### src/rtl/layer4_act_loader.sv
// layer4_act_loader: serial-to-parallel activation feeder for a layer-4 node bank, with a latency-timed result strobe.
// Ports: clk, reset (async, active-low); s_data/s_valid/s_last/s_ready form the serial word stream;
// A0x..A14x hold the parallel activations; frame_valid flags a loaded frame; res_valid pulses once the
// node bank has settled; err_short/err_long are sticky framing errors.
module layer4_act_loader #(
  parameter int N_IN = 15,
  parameter int DATA_W = 16,
  parameter int NODE_LAT = 3
) (
  input  logic              clk,
  input  logic              reset,
  input  logic [DATA_W-1:0] s_data,
  input  logic              s_valid,
  input  logic              s_last,
  output logic              s_ready,
  output logic [DATA_W-1:0] A0x,
  output logic [DATA_W-1:0] A1x,
  output logic [DATA_W-1:0] A2x,
  output logic [DATA_W-1:0] A3x,
  output logic [DATA_W-1:0] A4x,
  output logic [DATA_W-1:0] A5x,
  output logic [DATA_W-1:0] A6x,
  output logic [DATA_W-1:0] A7x,
  output logic [DATA_W-1:0] A8x,
  output logic [DATA_W-1:0] A9x,
  output logic [DATA_W-1:0] A10x,
  output logic [DATA_W-1:0] A11x,
  output logic [DATA_W-1:0] A12x,
  output logic [DATA_W-1:0] A13x,
  output logic [DATA_W-1:0] A14x,
  output logic              frame_valid,
  output logic              res_valid,
  output logic              err_short,
  output logic              err_long
);
  logic [3:0]        wr_idx;
  logic [3:0]        settle_cnt;
  logic [DATA_W-1:0] staging [N_IN];
  logic [DATA_W-1:0] act [N_IN];
  logic              accept;
  logic              xfer;
  assign s_ready = wr_idx < 4'(N_IN);
  assign accept = s_valid && s_ready;
  // A full staging buffer moves to the outputs only once the previous frame has finished settling.
  assign xfer = !s_ready && settle_cnt == 4'd0;
  always_ff @(posedge clk)
    if (accept) staging[wr_idx] <= s_data;
  always_ff @(posedge clk or negedge reset)
    if (!reset) begin
      wr_idx <= '0;
      settle_cnt <= '0;
      frame_valid <= 1'b0;
      res_valid <= 1'b0;
      err_short <= 1'b0;
      err_long <= 1'b0;
      for (int i = 0; i < N_IN; i++) act[i] <= '0;
    end else begin
      res_valid <= settle_cnt == 4'd1;
      if (xfer) begin
        act <= staging;
        wr_idx <= '0;
        settle_cnt <= 4'(NODE_LAT);
        frame_valid <= 1'b1;
      end else if (settle_cnt != 4'd0) settle_cnt <= settle_cnt - 4'd1;
      // accept and xfer are mutually exclusive: one needs wr_idx<15, the other wr_idx==15.
      if (accept) begin
        if (s_last && wr_idx < 4'(N_IN - 1)) begin
          err_short <= 1'b1;
          wr_idx <= '0;
        end else begin
          wr_idx <= wr_idx + 4'd1;
          if (wr_idx == 4'(N_IN - 1) && !s_last) err_long <= 1'b1;
        end
      end
    end
  assign A0x = act[0];
  assign A1x = act[1];
  assign A2x = act[2];
  assign A3x = act[3];
  assign A4x = act[4];
  assign A5x = act[5];
  assign A6x = act[6];
  assign A7x = act[7];
  assign A8x = act[8];
  assign A9x = act[9];
  assign A10x = act[10];
  assign A11x = act[11];
  assign A12x = act[12];
  assign A13x = act[13];
  assign A14x = act[14];
endmodule

### config.mk
export PLATFORM = sky130hd
export DESIGN_NAME = layer4_act_loader
export DESIGN_NICKNAME = d
export VERILOG_FILES = /design/src/rtl/layer4_act_loader.sv
export SDC_FILE = /design/constraint.sdc
export NUM_CORES = 1
export LEC_CHECK = 0
export CORE_ASPECT_RATIO = 0.5
export CORE_UTILIZATION = 58
export CTS_CLUSTER_SIZE = 40
export DETAILED_ROUTE_END_ITERATION = 6
export GPL_TIMING_DRIVEN = 0
export PLACE_DENSITY = 0.91
export SYNTH_ARGS = -nofsm -noshare
export SYNTH_HDL_FRONTEND = slang
export SYNTH_SLANG_ARGS = --single-unit
### constraint.sdc
create_clock -name clk -period 3.75 [get_ports clk]
set_clock_uncertainty 0.15 [all_clocks]
set_input_delay 0.75 -clock clk [delete_from_list [all_inputs] [get_ports clk]]
set_output_delay 0.75 -clock clk [all_outputs]
set_load 0.01 [all_outputs]
==> flow_summary_export.csv, run 1 <==
group,metric,value,unit
clock_tree,clock_tree_from_tritoncts,"done",
drt,first_pass_iters,5,
synth,postSynthRegisterBits,492,
pwr,gate_power_share,0.045,
worst_setup_path,r2r_slack,1.31,ns
pwr,switching_component_of_the_power,2.41,mW
die,die_area,0.0310,sq mm
min_path,min-delay-path-class,"reg2reg",
pwr,powerDensity,498,mW/mm^2
sta,final_max_slew_viol_count,0,
worst_setup_path,crit_path_max_fanout,7,
drt,initialDrtViolationCount,778,
synth,synth.net_count,857,
global_routing,grt_max_degree,109,
worst_setup_path,cp.arrival,2.46,ns
sta,worst-slew-pin-transition,1.23,ns
synth,syn-mean-instance-area,21.2,sq um
die,die_y,125,microns
synth,ys_async_sr_fraction,0.512,
sta,fin_setup_tns,0,ns
sta,timing.final.setup_violations,0,
worst_setup_path,timing.critical_path.to_type,"output pin",
synth,netlist_area,0.0176,sq mm
global_routing,met1_usage,0.371,
global_routing,grt_use_met3,0.0571,
synth,ys_dominant_reg_cell,"dfrtp_1",
place,io_buffers,264,
flow_run,max_cap_violation_count,0,
worst_setup_path,path_cells,"ha_1, and3_2, inv_1, clkdlybuf4s50_1",
pwr,pwr-share-clk,0.422,
pwr,p_int,8.72,mW
sta,max_clock_freq,298,MHz
clock_tree,postCtsSetupBuffers,0,
worst_setup_path,critPathMaxStageDelay,0.61,ns
clock_tree,max-clock-path-buffers,3,
global_routing,groute.layer.met2.usage,0.480,
synth,synth-edff-count,240,
global_routing,global_route.overflow_total,0,
worst_setup_path,timing.rr.start,"wr_idx[0]",
layout,final_core_utilization,0.761,
pwr,power.share.switching,0.217,
die,placeableCoreArea,0.0294,sq mm
synth,yosysUniqueCellTypes,26,
clock_tree,htree_levels,2,
pwr,irDropWorstVdd,0.000324,V
clock_tree,clockRootBuffer,"clkbuf_16",
clock_tree,cts_buffers,42,
worst_setup_path,crit_start,"wr_idx[0]",
sta,min_period,3.36,ns
drt,route.detailed.drc,0,
drt,routed_wire_length_per_instance,28.0,microns
worst_setup_path,path_class,"reg2out",
sta,min_period_over_period,0.895,
die,die_w,248,microns
synth,synth_warnings,0,
worst_setup_path,endpoint_required_time_on_the_critical_path,2.85,ns
die,ioPinCount,265,
drt,detail-route-antenna-nets,0,
pwr,power,11.1,mW
synth,post_synth_inst_count,830,
global_routing,antenna_found_initial,1,
clock_tree,insertion_delay,0.55,ns
worst_setup_path,crit_path_start_kind,"register",
drt,vias_per_cell,5.68,
pwr,cellLeakagePower,9.82,nW
sta,finalHoldViolCount,0,
die,floorplan.initialDensity,0.597,
layout,layout.nets,1177,
global_routing,grt_usage,0.291,
pwr,sequentialPowerShare,0.533,
clock_tree,post_cts_resized,0,
global_routing,grt_first_pass_wirelength,64.6,mm
global_routing,gr-max-usage-layer,"met2",
layout,antenna-diode-count,0,
die,std_cell_rows,44,
worst_setup_path,worst-r2r-cell-count,6,
worst_setup_path,critical_path.reg2reg.endpoint,"A8x[1]",
clock_tree,cts.clk_slew.worst_paths,0.07,ns
sta,relSlewSlack,0.176,
clock_tree,holdBufCountCts,1,
sta,grt_setup_unrepaired,"no",
layout,drive_above_1_share,0.306,
status,outcome,"completed",
clock_tree,tritoncts_num_sinks,492,
drt,detailroute.via_count,8950,
worst_setup_path,critical_path.endpoint,"s_ready",
layout,flow.area_growth_from_synthesis,27.4,%
place,gpl.final_weighted_congestion,0.804,
global_routing,grt_pass1_vias,9695,
synth,ys_seq_area_frac,0.769,
drt,postRouteWirelength,44.1,mm
worst_setup_path,slowest_cp_cell,"clkdlybuf4s50_1",
place,dp_hpwl,26.2,mm
[how the worst min path moves through the flow]
| stage | from | depth (start not counted) | to |
|---|---|---|---|
| after floorplan | reset | 0 | A0x[0] |
| after global placement | err_long | 1 | err_long |
| after detailed placement | err_long | 1 | err_long |
| after CTS | staging[194] | 1 | A2x[2] |
| after global routing | staging[232] | 1 | A0x[8] |
| final | staging[232] | 1 | A0x[8] |
[critical path, delay by kind of cell (launching register included)]
family | cells | cell delay [ns]
fa+ha+maj | 1 | 0.35
simple gates | 1 | 0.32
flops | 1 | 0.46
buf+inv | 2 | 0.77
[layer usage]
| layer | part of all wire | vias to the layer above |
|---|---|---|
| met3 | 0.059 | 156 |
| li1 | - | 3699 |
| met5 | 0 | - |
| met2 | 0.51 | 409 |
| met1 | 0.38 | 4686 |
| met4 | 0.052 | 0 |
[per-stage QoR]
step           cell area (sq um)  hold slack [ns]  std cells  worst slack (ns)
3_3_place_gp               20700            0.292       1485             -8.64
5_1_grt                    22400            0.331       1575             0.401
3_5_place_dp               20900            0.294       1495             0.476
4_1_cts                    22400            0.325       1574             0.424
2_1_floorplan              17600            0.304        830              1.17
6_report                   22400            0.323       1575             0.394
[cell usage in the layout, fill, tap and decap left out, types with 2 or more instances in the layout]
cell / netlist / routed
clkdlybuf4s50_1: 0 / 263
dfrtp_1: 252 / 252
edfxtp_1: 240 / 240
mux2_4: 178 / 178
mux2_2: 63 / 63
clkbuf_16: 0 / 45
buf_6: 20 / 25
clkbuf_1: 1 / 14
nand2_1: 10 / 10
inv_1: 8 / 8
buf_2: 7 / 7
nor2_1: 13 / 7
nor3_2: 0 / 7
ha_1: 7 / 7
clkinv_2: 0 / 7
nor2_2: 0 / 6
bufinv_16: 0 / 6
clkbuf_8: 0 / 5
nand2b_1: 4 / 4
buf_4: 0 / 4
o21ai_0: 3 / 3
a21oi_1: 3 / 3
nand3_1: 2 / 2
a31oi_1: 2 / 2
buf_16: 0 / 2
[area by class of cell]
| class | instances | area [sq um] |
|---|---|---|
| clock buffers | 63 | 1240 |
| well taps | 391 | 489 |
| flip-flops and latches | 492 | 13500 |
| inverters | 8 | 30.0 |
| repair buffers | 276 | 2800 |
| fillers | 1521 | 7030 |
| plain buffers | 28 | 264 |
| clock inverters | 15 | 226 |
| multi-input cells | 302 | 3800 |
[registers in the layout, indices dropped and copies added (netlist names)]
name         count
A0x             16
A10x            16
A11x            16
A12x            16
A13x            16
A14x            16
A1x             16
A2x             16
A3x             16
A4x             16
A5x             16
A6x             16
A7x             16
A8x             16
A9x             16
err_long         1
err_short        1
frame_valid      1
res_valid        1
settle_cnt       4
staging        240
wr_idx           4
[cell usage after synthesis, types with 2 or more instances]
| cell type | instances | share of area |
|---|---|---|
| a21oi_1 | 3 | 0.00085 |
| mux2_2 | 63 | 0.040 |
| nand2_1 | 10 | 0.0021 |
| buf_2 | 7 | 0.0020 |
| o21ai_0 | 3 | 0.00085 |
| dfrtp_1 | 252 | 0.36 |
| mux2_4 | 178 | 0.15 |
| nand2b_1 | 4 | 0.0014 |
| buf_6 | 20 | 0.013 |
| nor2_1 | 13 | 0.0028 |
| ha_1 | 7 | 0.0050 |
| inv_1 | 8 | 0.0017 |
| nor3_1 | 8 | 0.0023 |
| edfxtp_1 | 240 | 0.41 |
| nand3_1 | 2 | 0.00057 |
| a31oi_1 | 2 | 0.00071 |
[power by group through the flow]
| stage | registers [mW] | clock network (mW) | logic (mW) |
|---|---|---|---|
| global placement | 6.03 | 0 | 0.420 |
| CTS | 5.93 | 4.72 | 0.495 |
| floorplan | 6.02 | 0 | 0.190 |
| global route | 5.94 | 4.92 | 0.534 |
| finish | 5.94 | 4.70 | 0.502 |
| detailed placement | 6.04 | 0 | 0.485 |
[logic make-up (layout without fill, tap and decap cells)]
| group | Yosys count | in the layout | synth area share |
|---|---|---|---|
| flip-flops | 492 | 492 | 0.769 |
| multiplexers | 241 | 241 | 0.193 |
| AND/OR/NAND/NOR | 41 | 41 | 0.0111 |
| buffers and inverters | 36 | 390 | 0.0167 |
| AO/OA/AOI/OAI | 13 | 13 | 0.00513 |
| adder cells (fa/ha/maj) | 7 | 7 | 0.00499 |
No activity file was read; power rests on OpenSTA's default activity.
==> inputs of run 2 (changes only) <==
--- a/config.mk
+++ b/config.mk
@@ -9,6 +9,7 @@
 export CORE_UTILIZATION = 58
 export CTS_CLUSTER_SIZE = 40
 export DETAILED_ROUTE_END_ITERATION = 6
+export GPL_ROUTABILITY_DRIVEN = 0
 export GPL_TIMING_DRIVEN = 0
 export PLACE_DENSITY = 0.91
 export SYNTH_ARGS = -nofsm -noshare
==> results of run 2 <==
No change in the layout: final DEF, timing and power equal those of run 1.
==> RTL edit 1: new RTL, flow settings as in run 1 <==
Make the reset (`reset`) synchronous in one clocked block. Comments in the files are not updated.
--- a/src/rtl/layer4_act_loader.sv
+++ b/src/rtl/layer4_act_loader.sv
@@ -47,3 +47,3 @@
     if (accept) staging[wr_idx] <= s_data;
-  always_ff @(posedge clk or negedge reset)
+  always_ff @(posedge clk)
     if (!reset) begin
Check against the original RTL: differs if reset is asserted again (counterexample within 4 cycles, from zero or initial values and one cycle with reset low); with reset held inactive, the same outputs for 10 cycles.
==> RTL edit 1 against run 1 <==
- die area shrank 4.6%
- utilization about the same
- maximum frequency increased by 6.0%
- sequential cell count did not move
- setup slack improved by 0.19 ns
- total power down 7.8%
- design area fell by 4.7%
- synthesized cell count grew 65%
- critical path depth stayed put
- area after synthesis fell by 4.7%
- routed wire length shrank 0.13%
==> RTL edit 1: results (changes against run 1) <==
* Post-CTS setup buffers at 0 (unchanged)
* Syn_nets at 1399 (was 857)
* R2R setup slack at 1.17 ns (was 1.31 ns)
* Fin crit share at 84.4% (was 89.5%)
* Leakage power at 6.99 nW (was 9.82 nW)
* Root Driver: clkbuf_16 (unchanged)
* Max stage delay cell, worst path: clkdlybuf4s50_1 (unchanged)
* FF-to-FF path depth at 8 (was 6)
* Met2 wire length at 21700 um (was 22400 um)
* Final Non-Filler Cells at 2102 (was 1575)
* Port bufs at 263 (was 264)
* Synth area leaders: edfxtp_1 (43%), dfxtp_1 (30%), nand2_1 (11%), a21boi_1 (8.5%), a21boi_0 (2.3%) (was edfxtp_1 (41%), dfrtp_1 (36%), mux2_4 (15%), mux2_2 (4.0%), buf_6 (1.3%))
* Starting DRC count in detailed routing at 1251 (was 778)
* Worst-Margin Slew at 1.28 ns (was 1.23 ns)
* Distinct cells, synth at 31 (was 26)
* Status: finished, final reports clean (unchanged)
* Metal-1 WL at 16400 um (was 16800 um)
* CTS Buf Count at 41 (was 42)
* Startpoint of the worst hold path: A8x[1]$_SDFFE_PN0P_ (was staging[232]$_DFFE_PP_)
* Post-DP Area at 20000 um^2 (was 20900 um^2)
* Final nets at 1714 (was 1177)
* Placed Cells at 2026 (was 1495)
* Register area share after synthesis at 73.2% (was 76.9%)
* Largest net degree at the start of global routing at 18 (was 109)
* Met3 global-route usage at 5.57% (was 5.71%)
* CP peak stage delay at 0.54 ns (was 0.61 ns)
* Gpl congestion at 0.861 (was 0.804)
* Number of global-route vias before repair at 11300 (was 9695)
* CTS clk-pin slew, worst paths at 0.07 ns (about the same)
* Pre-CTS setup slack at 0.532 ns (was 0.476 ns)
* # fillers at 1568 (was 1521)
* Worst VDD drop at 0.315 mV (was 0.324 mV)
* Crit path max fanout at 8 (was 7)
* Total GRT Usage at 29.4% (was 29.1%)
* M2 GR Usage at 50.4% (was 48.0%)
* First-pass GRT wire length at 64600 um (about the same)
* Asr flop ratio synth at 0% (was 51.2%)
* Crit Reg-Reg Endpoint: A3x[7]$_SDFFE_PN0P_ (was A8x[1]$_DFFE_PN0P_)
* Layout cells sized above 1 at 7.50% (was 30.6%)
* Met1 GRT Util at 35.9% (was 37.1%)
* Most common library cells after synthesis: nand2_1 (496), dfxtp_1 (252), edfxtp_1 (240), a21boi_1 (190), a21boi_0 (52) (was dfrtp_1 (252), edfxtp_1 (240), mux2_4 (178), mux2_2 (63), buf_6 (20))
* Detailed Place HPWL at 28000 um (was 26200 um)
* Total length of routed met3 wires at 3610 um (was 2590 um)
* WP data arrival at 2.27 ns (was 2.46 ns)
* Area of the multi-input gates at 4100 um^2 (was 3800 um^2)
* Total routed wirelength at 44100 um (about the same)
* Ys flop type: dfxtp_1 (was dfrtp_1)
* Vias per cell at 5.53 (was 5.68)
==> RTL edit 1: area by class of cell <==
cell class,instances,area share (%)
timing repair buffer,272,12.8
multi-input combinational,793,19.2
buffer,82,2.00
clock buffer,58,5.50
inverter,6,0.106
clock inverter,17,0.687
tap,382,2.24
sequential,492,57.5
==> RTL edit 1: report_power, final <==
part | leakage [nW] | internal (mW) | switching (mW) | total [mW]
combinational | 2.15 | 0.115 | 0.200 | 0.315
clock | 0.647 | 2.34 | 1.92 | 4.26
sequential | 4.20 | 5.67 | 0.0282 | 5.70
==> RTL edit 1: worst min-delay path by stage <==
| stage | cells past startpoint | slack (ns) | end |
|---|---|---|---|
| 6_report | 2 | 0.30 | A8x[1]$_SDFFE_PN0P_ |
| 5_1_grt | 2 | 0.32 | A6x[11]$_SDFFE_PN0P_ |
| 4_1_cts | 2 | 0.30 | A7x[5]$_SDFFE_PN0P_ |
| 3_5_place_dp | 2 | 0.30 | A7x[5]$_SDFFE_PN0P_ |
| 3_3_place_gp | 2 | 0.29 | A1x[9]$_SDFFE_PN0P_ |
| 2_1_floorplan | 1 | 0.31 | res_valid$_SDFF_PN0_ |
==> RTL edit 1: logic make-up (layout without fill, tap and decap cells) <==
family	count (synthesis)	after routing	share of synthesized area [%]
adder cells (fa/ha/maj)	6	6	0.448
flip-flops	492	492	73.2
AO/OA/AOI/OAI	254	254	11.4
AND/OR/NAND/NOR	533	533	12.3
buffers and inverters	88	435	2.68
==> RTL edit 1: worst min-delay path, delay by kind of cell (launching register included) <==
kind | cells | cell delay (ns)
compound gates | 1 | 0.05
flops | 1 | 0.31
simple gates | 1 | 0.05
==> RTL edit 2: new RTL, config.mk and constraints of run 1 <==
Without the edit above. The parameter `N_IN` goes from 15 to 30.
--- a/src/rtl/layer4_act_loader.sv
+++ b/src/rtl/layer4_act_loader.sv
@@ -5,3 +5,3 @@
 module layer4_act_loader #(
-  parameter int N_IN = 15,
+  parameter int N_IN = 30,
   parameter int DATA_W = 16,
Function: same outputs for any inputs over 10 cycles, from zero or initial values and one cycle with reset low; that may be too few to reach the edited logic, so the function may still have changed.
==> RTL edit 2 against run 1 <==
- sequential cell count unchanged
- maximum frequency is 11% higher
- count of clock-buffer cells in the layout fell by 1
- sequential power fell by 2%
- routed wire length rose by 1.6%
- design area shrank 3.6%
- hold slack worse by 0.012 ns
- setup slack better by 0.32 ns
- total power is 7.0% lower
- clock power decreased by 11%
- area after synthesis down 3.5%
- highest routed layer unchanged
==> RTL edit 2: results (changes against run 1) <==
* CTS clk-pin slew, worst paths at 0.07 ns (about the same)
* Asr flop ratio synth at 51.2% (unchanged)
* Synth area leaders: edfxtp_1 (43%), dfrtp_1 (37%), mux2_1 (13%), mux2_2 (3.5%), buf_6 (1.3%) (was edfxtp_1 (41%), dfrtp_1 (36%), mux2_4 (15%), mux2_2 (4.0%), buf_6 (1.3%))
* M2 GR Usage at 54.5% (was 48.0%)
* Leakage power at 9.26 nW (was 9.82 nW)
* R2R setup slack at 1.14 ns (was 1.31 ns)
* Mux cell area share after synthesis at 16.1% (was 19.3%)
* Syn_nets at 861 (was 857)
* CP delay by family, top: buffers and inverters (unchanged)
* Critical Path End: s_ready (unchanged)
* Starting DRC count in detailed routing at 891 (was 778)
* Largest net degree at the start of global routing at 114 (was 109)
* Pre-CTS setup slack at 0.742 ns (was 0.476 ns)
* Port bufs at 263 (was 264)
* Total routed wirelength at 44800 um (was 44100 um)
* Distinct cells, synth at 29 (was 26)
* Final nets at 1179 (was 1177)
* Status: finished, final reports clean (unchanged)
* Crit Reg-Reg Endpoint: staging[457]$_DFFE_PP_ (was A8x[1]$_DFFE_PN0P_)
* Crit path max fanout at 9 (was 7)
* Synth Area in Adders at 0.591% (was 0.499%)
* Total GRT Usage at 30.6% (was 29.1%)
* Worst VDD drop at 0.384 mV (was 0.324 mV)
* FF-to-FF path depth at 5 (was 6)
* Max Clock Freq at 330 MHz (was 298 MHz)
* First-pass GRT wire length at 65300 um (was 64600 um)
* # fillers at 1467 (was 1521)
* Hold EP: A3x[10]$_DFFE_PN0P_ (was A0x[8]$_DFFE_PN0P_)
* Register area share after synthesis at 79.8% (was 76.9%)
* WP data arrival at 2.13 ns (was 2.46 ns)
* Detailed Place HPWL at 26900 um (was 26200 um)
* Startpoint of the worst hold path: staging[426]$_DFFE_PP_ (was staging[232]$_DFFE_PP_)
* Overflow after GRT at 0 (unchanged)
* Number of global-route vias before repair at 9921 (was 9695)
* CTS Buf Count at 40 (was 42)
* Layout cells sized above 1 at 14.4% (was 30.6%)
* R2r startpoint: wr_idx[1]$_DFFE_PN0P_ (was wr_idx[0]$_DFFE_PN0P_)
* Met3 global-route usage at 4.88% (was 5.71%)
* Most common library cells after synthesis: dfrtp_1 (252), edfxtp_1 (240), mux2_1 (189), mux2_2 (53), buf_6 (20) (was dfrtp_1 (252), edfxtp_1 (240), mux2_4 (178), mux2_2 (63), buf_6 (20))
* Vias at 9131 (was 8950)
* Sw frac at 21.8% (was 21.7%)
* Gpl congestion at 0.807 (was 0.804)
* Max reg flops at 240 (unchanged)
* Clk_lat worst skew at 0.54 ns
* CP peak stage delay at 0.64 ns (was 0.61 ns)
* Synth Warn # at 0 (unchanged)
* Met1 GRT Util at 37.0% (was 37.1%)
* Compound-cell area share of the yosys netlist at 0.428% (was 0.513%)
* Min-delay worst type: reg -> reg (unchanged)
* Worst-Margin Slew at 1.21 ns (was 1.23 ns)
[RTL edit 2: worst reg2reg max path, cell delays in order (launching register included)]
cell and delay [ns]:
dfrtp_1 0.53, inv_1 0.22, ha_1 0.22, nand2_1 0.18, nor3_2 0.75, buf_6 0.28
[RTL edit 2: routing by layer]
layer	vias up	routed length, um
li1	3689	-
met3	133	2450
met2	417	23400
met1	4892	16700
met4	0	2240
met5	-	0
[RTL edit 2: cells by family (layout without fill, tap and decap cells)]
kind of cell / count (synthesis) / in the layout
DFF: 492 / 492
muxes: 243 / 243
and+or+nand+nor: 43 / 43
buffers and inverters: 36 / 384
AOI/OAI and AO/OA: 11 / 11
adders and majority gates: 8 / 8
[RTL edit 2: area by class of cell]
cell class | instances | area share (%)
Buffer | 29 | 1.31
Sequential cell | 492 | 62.7
Clock buffer | 62 | 5.50
Tap cell | 382 | 2.22
Multi-Input combinational cell | 305 | 14.7
Timing Repair Buffer | 276 | 13.1
Inverter | 7 | 0.122
Clock inverter | 10 | 0.354
[RTL edit 2: repair_timing]
action                     4_1_cts  5_1_grt
hold buffers                     1        0
setup endpoints to repair        0        0
hold endpoints to repair        49        0
buffers inserted                 0        0
[RTL edit 2: power by group through the flow]
stage	Combinational, mW	Clock, mW	Sequential [mW]
final	0.371	4.18	5.81
after detailed placement	0.344	0	5.91
after floorplan	0.120	0	5.90
after CTS	0.366	4.19	5.80
after global routing	0.393	4.39	5.81
after global placement	0.299	0	5.91
[RTL edit 2: through the flow]
step	instances	area (um^2)	setup TNS, ns	hold slack (ns)	total power [mW]
after floorplan	833	16900	0	0.289	6.02
after global placement	1478	20100	-2176.64	0.291	6.21
after detailed placement	1490	20300	0	0.299	6.26
after CTS	1563	21500	0	0.313	10.4
after global routing	1563	21600	0	0.319	10.6
final	1563	21600	0	0.311	10.4
